### src/rtl/theremin_pkg.sv
// Shared definitions for the note highway: default geometry, FSM states and
// the lane colour table used when plotting note cells.
package theremin_pkg;

  localparam int LANES_DEFAULT    = 4;
  localparam int ROWS_DEFAULT     = 8;
  localparam int SONG_LEN_DEFAULT = 128;

  typedef enum logic [2:0] {
    WAIT,
    FETCH,
    SHIFT,
    DRAW,
    DONE
  } hwState_t;

  localparam logic [2:0] BLACK  = 3'b000;
  localparam logic [2:0] RED    = 3'b100;
  localparam logic [2:0] GREEN  = 3'b010;
  localparam logic [2:0] BLUE   = 3'b001;
  localparam logic [2:0] YELLOW = 3'b110;

  // Lanes beyond the fourth reuse the palette cyclically.
  function automatic logic [2:0] laneColour(input int unsigned lane);
    case (lane % 4)
      0:       return RED;
      1:       return GREEN;
      2:       return BLUE;
      default: return YELLOW;
    endcase
  endfunction

endpackage

### src/rtl/note_highway_row_buffer.sv
// ROWS x LANES on-screen note array: synchronous clear, downward shift with a
// new top row, one random-access cell read port and the strike (bottom) row.
module note_row_buffer #(
  parameter int LANES = 4,
  parameter int ROWS  = 8
) (
  input  logic                       clock,
  input  logic                       reset,
  input  logic                       clear,
  input  logic                       shift,
  input  logic [LANES-1:0]           topRow,
  input  logic [$clog2(LANES)-1:0]   cellX,
  input  logic [$clog2(ROWS)-1:0]    cellY,
  output logic                       cellBit,
  output logic [LANES-1:0]           bottomRow
);

  logic [LANES-1:0] rows [ROWS];

  always_ff @(posedge clock) begin
    if (reset || clear) begin
      for (int r = 0; r < ROWS; r++) rows[r] <= '0;
    end else if (shift) begin
      rows[0] <= topRow;
      for (int r = 1; r < ROWS; r++) rows[r] <= rows[r-1];
    end
  end

  assign cellBit   = rows[cellY][cellX];
  assign bottomRow = rows[ROWS-1];

endmodule

### src/rtl/note_highway.sv
// Note highway: per-beat ROM fetch, row shift and full-screen redraw over a
// valid/ready plot handshake. Optional scoring enabled with HIT_DETECT_EN.
module note_highway
  import theremin_pkg::*;
#(
  parameter int LANES    = LANES_DEFAULT,
  parameter int ROWS     = ROWS_DEFAULT,
  parameter int SONG_LEN = SONG_LEN_DEFAULT,
  parameter int ADDR_W   = 8
) (
  input  logic                      clock,
  input  logic                      reset,
  input  logic                      shift_song,
  input  logic                      song_done,
  input  logic                      start_song,
  output logic                      ready_for_song,
  output logic [ADDR_W-1:0]         rom_addr,
  input  logic [LANES-1:0]          rom_data,
  output logic                      draw_valid,
  input  logic                      draw_ready,
  output logic [$clog2(LANES)-1:0]  draw_x,
  output logic [$clog2(ROWS)-1:0]   draw_y,
  output logic [2:0]                draw_colour,
  output logic [LANES-1:0]          bottom_row
`ifdef HIT_DETECT_EN
  ,
  input  logic                      player_strobe,
  input  logic [LANES-1:0]          player_lane,
  output logic                      hit,
  output logic                      miss
`endif
);

  localparam int X_W = $clog2(LANES);
  localparam int Y_W = $clog2(ROWS);
  localparam logic [ADDR_W-1:0] SONG_END  = ADDR_W'(SONG_LEN);
  localparam logic [X_W-1:0]    LAST_X    = X_W'(LANES - 1);
  localparam logic [Y_W-1:0]    LAST_Y    = Y_W'(ROWS - 1);

  hwState_t state, stateNext;
  logic doClear, doShift, drawActive, readyOut, lastCell, cellBit;
  logic [X_W-1:0] xPtr;
  logic [Y_W-1:0] yPtr;
  logic [LANES-1:0] newRow;

  assign lastCell = (xPtr == LAST_X) && (yPtr == LAST_Y);

  always_ff @(posedge clock) begin
    if (reset) state <= WAIT;
    else       state <= stateNext;
  end

  always_comb begin
    stateNext  = state;
    doClear    = 1'b0;
    doShift    = 1'b0;
    drawActive = 1'b0;
    readyOut   = 1'b0;
    case (state)
      WAIT: begin
        if (song_done) begin
          doClear  = 1'b1;
          readyOut = start_song;
        end
        if (shift_song) stateNext = FETCH;
      end
      FETCH: stateNext = SHIFT;
      SHIFT: begin
        doShift   = 1'b1;
        stateNext = DRAW;
      end
      DRAW: begin
        drawActive = 1'b1;
        if (draw_ready && lastCell) stateNext = DONE;
      end
      DONE: begin
        readyOut  = 1'b1;
        stateNext = WAIT;
      end
      default: stateNext = WAIT;
    endcase
  end

  // Address past the end of the song reads as silence so the tail scrolls off.
  always_ff @(posedge clock) begin
    if (reset || doClear)        rom_addr <= '0;
    else if (doShift && rom_addr != '1) rom_addr <= rom_addr + 1'b1;
  end

  assign newRow = (rom_addr >= SONG_END) ? '0 : rom_data;

  always_ff @(posedge clock) begin
    if (reset || doShift) begin
      xPtr <= '0;
      yPtr <= '0;
    end else if (drawActive && draw_ready) begin
      if (xPtr == LAST_X) begin
        xPtr <= '0;
        yPtr <= (yPtr == LAST_Y) ? '0 : yPtr + 1'b1;
      end else begin
        xPtr <= xPtr + 1'b1;
      end
    end
  end

  note_row_buffer #(
    .LANES (LANES),
    .ROWS  (ROWS)
  ) rowBuffer (
    .clock     (clock),
    .reset     (reset),
    .clear     (doClear),
    .shift     (doShift),
    .topRow    (newRow),
    .cellX     (xPtr),
    .cellY     (yPtr),
    .cellBit   (cellBit),
    .bottomRow (bottom_row)
  );

  assign ready_for_song = readyOut;
  assign draw_valid     = drawActive;
  assign draw_x         = xPtr;
  assign draw_y         = yPtr;
  assign draw_colour    = (drawActive && cellBit) ? laneColour(int'(xPtr)) : BLACK;

`ifdef HIT_DETECT_EN
  logic scored, hitNow;

  // Compares against the row currently registered, so a strobe in SHIFT
  // scores the row that is about to move off.
  assign hitNow = (bottom_row != '0) && (player_lane == bottom_row) && !scored;

  always_ff @(posedge clock) begin
    if (reset) begin
      hit    <= 1'b0;
      miss   <= 1'b0;
      scored <= 1'b0;
    end else begin
      hit  <= player_strobe && hitNow;
      miss <= player_strobe && !hitNow;
      if (doShift || doClear)          scored <= 1'b0;
      else if (player_strobe && hitNow) scored <= 1'b1;
    end
  end
`endif

endmodule

### config.mk
export PLATFORM = sky130hd
export DESIGN_NAME = note_highway
export DESIGN_NICKNAME = d
export VERILOG_FILES = /design/src/rtl/theremin_pkg.sv /design/src/rtl/note_highway_row_buffer.sv /design/src/rtl/note_highway.sv
export SDC_FILE = /design/constraint.sdc
export NUM_CORES = 1
export LEC_CHECK = 0
export BUFFER_PORTS_ARGS = -buffer_cell sky130_fd_sc_hd__buf_4
export CORE_MARGIN = 2
export CORE_UTILIZATION = 40
export DETAILED_ROUTE_END_ITERATION = 10
export MAX_ROUTING_LAYER = met4
export PLACE_DENSITY = 0.65
export SLEW_MARGIN = 20
export SYNTH_ARGS = -nofsm -noshare
export SYNTH_HDL_FRONTEND = slang
export SYNTH_HIERARCHICAL = 1
export SYNTH_SLANG_ARGS = --single-unit
### constraint.sdc
create_clock -name clock -period 3.6 [get_ports clock]
set_input_delay 0.36 -clock clock [delete_from_list [all_inputs] [get_ports clock]]
set_output_delay 0.36 -clock clock [all_outputs]
set_load 0.1 [all_outputs]
==> summary.md <==
| Metric | Value |
|---|---|
| Outcome | complete, no violations |
| Tot GR Track Use | between 15 and 20% |
| Initial antenna violation count | 0 |
| Count of final setup violators | 0 |
| H-tree depth | 2 |
| Root Buffer Master | clkbuf_8 |
| Syn Area/Cell | 11.23 um^2 |
| Crit. Startpoint | draw_y[1] |
| Core area | a little under 6000 um^2 |
| CTS clk-pin slew, worst paths | 80 ps |
| Mapped Area | approximately 2500 um^2 |
| Slew margin rel. | a little over two fifths |
| # clock sinks | 48 |
| GP Congestion | around 0.81 |
| Reg2Reg Launch Point | state[1] |
| Hold path start | reset |
| Clk Latency, worst-skew pair | ~300 ps |
| Maximum VDD drop | 0.2275 mV |
| Post-CTS Setup Bufs | 0 |
| Area grow syn2layout | 14.32% |
| WL per Instance | ~15 um |
| Max Cap Violations | 0 |
| Die X | between 80 and 90 um |
| Largest net degree at the start of global routing | 35 |
| Top_reg_cell synth | edfxtp_1 |
| Final #Nets | around 270 |
| Detailed-route via count | roughly 1,800 |
| Worst hold slack | just under 300 ps |
| Post-CTS Resized | 0 |
| Fraction of final layout cells with drive strength greater than 1 | 17.46% |
| Part of the cycle the worst path needs | about four fifths |
| Max Slew Vio Count | 0 |
| Antenna cells | 0 |
| CTS Hold Bufs | 0 |
| Vias in the first global route | 1,617 |
| Starting DRT DRC Count | between 90 and 100 |
| Yosys reg bits | 48 |
| Slew of the pin with the lowest slew margin | ~860 ps |
| Fmax | between 300 and 400 MHz |
| Startpoint Class | register |
| PwrDens | between 300 and 400 nW/um^2 |
| PortBufs | 31 |
| Number of flops mapped to enable cells by yosys | 32 |
| P_leak | 0.001173 uW |
| Post-synth ARST share | 0% |
| Register area share after synthesis | between 50% and 60% |
| Initial Utilization | between 40% and 50% |
| Total Wirelength | between 4000 and 5000 um |
| Tot Pwr | 1116 uW |
| Crit path max fanout | 17 |
| Max clock buf depth | 2 |
| GRT overflow | 0 |
| Full die area | ~6800 um^2 |
| RSZ-0062 raised after global routing | no |
| Hpwl dp | around 3200 um |
| HP Class | input pin to register |
| Total CTS buffers | 5 |
| Yosys synthesis warning count | 6 |
| DRC viols | 0 |
| CTS tree | built |
| Netlist cell types | 44 |
| Filler cell count | 575 |
| IO Pins | 32 |
| Worst setup EP type | output pin |
| Synthesized Nets | roughly 240 |
| # rows | 28 |
| Fin. Hold Viols | 0 |
| TNS Setup | 0 ps |
| Worst Skew | about 7.0 ps |
| 1st-pass router iterations | 4 |
| Die H | between 80 and 90 um |
| Cells after Synth | approximately 220 |
| Crit path kind | register to output pin |
| Post-route antenna net violation count | 0 |
| Min Tclk post-route | around 2900 ps |
| First-pass GRT wire length | between 8000 and 9000 um |
| Critical path arrival | between 2000 and 3000 ps |
| Worst EP required | between 3000 and 4000 ps |
| Via density | between 5 and 6 |
==> worst paths after layout <==
path | end | slack [ps] | cells past startpoint
worst min register to register | rom_addr[0] | 550 | 2
worst max register to register | rowBuffer/rows[2][3] | 1430 | 4
worst max-delay path | draw_colour[2] | 720 | 7
worst min-delay path | draw_x[0] | 290 | 2
==> placed cells by master, fill, tap and decap left out, types with 3 or more instances in the layout <==
| cell type | synthesis | routed |
|---|---|---|
| buf_4 | 0 | 34 |
| edfxtp_1 | 32 | 32 |
| and3_1 | 30 | 30 |
| mux2i_1 | 21 | 21 |
| dfxtp_1 | 16 | 16 |
| nand3_1 | 14 | 14 |
| a21oi_1 | 10 | 10 |
| nand2_1 | 9 | 9 |
| and2_1 | 9 | 9 |
| ha_1 | 8 | 8 |
| nor2b_1 | 7 | 7 |
| inv_1 | 6 | 6 |
| nor3_1 | 5 | 5 |
| a211oi_1 | 5 | 5 |
| clkbuf_8 | 0 | 5 |
| nor2_1 | 4 | 4 |
| a22oi_1 | 4 | 4 |
| nand4_1 | 3 | 3 |
| a41oi_1 | 3 | 3 |
==> synthesized netlist by cell type (2+ instances only) <==
cell type / count / area share [%]
edfxtp_1: 32 / 39
a41oi_1: 3 / 1.1
o21ai_0: 2 / 0.40
nand3_1: 14 / 2.8
a22oi_1: 4 / 1.2
and3_1: 30 / 7.6
nor3_1: 5 / 1.0
nor2_1: 4 / 0.60
and2_1: 9 / 2.3
dfxtp_1: 16 / 13
a211oi_1: 5 / 1.5
nor2b_1: 7 / 1.8
inv_1: 6 / 0.91
buf_6: 2 / 0.91
mux2i_1: 21 / 8.5
nand2_1: 9 / 1.4
clkbuf_1: 7 / 1.1
ha_1: 8 / 4.0
nand4_1: 3 / 0.76
a21oi_1: 10 / 2.0
==> logic make-up after synthesis <==
group                      Yosys count  share of synthesized area, %
AOI/OAI and AO/OA                   29                         8.170
muxes                               21                         8.472
DFF                                 48                         51.64
buffers and inverters               19                         4.236
adders and majority gates            8                         4.034
and+or+nand+nor                     96                         23.45
==> power breakdown <==
part           switching, uW  internal, uW  total (uW)
Sequential              23.9           631         655
Combinational            115          41.8         157
Clock                    169           136         304
Total                    308           808        1120
==> critical path: stages, from the launching register on <==
cell and delay (ps):
dfxtp_1 890, mux2i_1 170, a22oi_1 220, nand4b_1 110, a21oi_1 150, a311o_1 210, and3_1 180, buf_4 290
==> layout make-up <==
| class | count | area [um^2] | area share, % |
|---|---|---|---|
| sequential | 48 | 1281 | 45.17 |
| tap | 75 | 93.84 | 3.308 |
| clock buffer | 7 | 76.32 | 2.691 |
| multi-input combinational | 154 | 1095 | 38.60 |
| inverter | 8 | 31.28 | 1.103 |
| timing repair buffer | 34 | 255.2 | 8.999 |
| clock inverter | 1 | 3.754 | 0.1323 |
==> sequential cells by signal (all words and copies together) (netlist names) <==
name,count
draw_y,3
draw_x,2
rowBuffer/rows,32
state,3
rom_addr,8
==> per-layer routing <==
metal / vias to the layer above / part of all wire (%) / global-route usage [%]
li1: 894 / - / -
met1: 834 / 51 / 21.98
met2: 30 / 44 / 23.06
met3: 7 / 3.4 / 3.261
met4: 0 / 1.3 / 4.426
met5: - / 0 / -
==> metrics by stage <==
stage | std cells | util, % | worst slack [ps] | cell area, um^2
after floorplan | 221 | - | 575.5 | 2481
after global placement | 319 | 46.28 | 1095 | 2756
after detailed placement | 319 | 46.28 | 1034 | 2756
after CTS | 327 | 47.63 | 682.0 | 2836
after global routing | 327 | 47.63 | 578.6 | 2836
final | 327 | 47.63 | 716.6 | 2836
(Power assumes the default switching activity.)
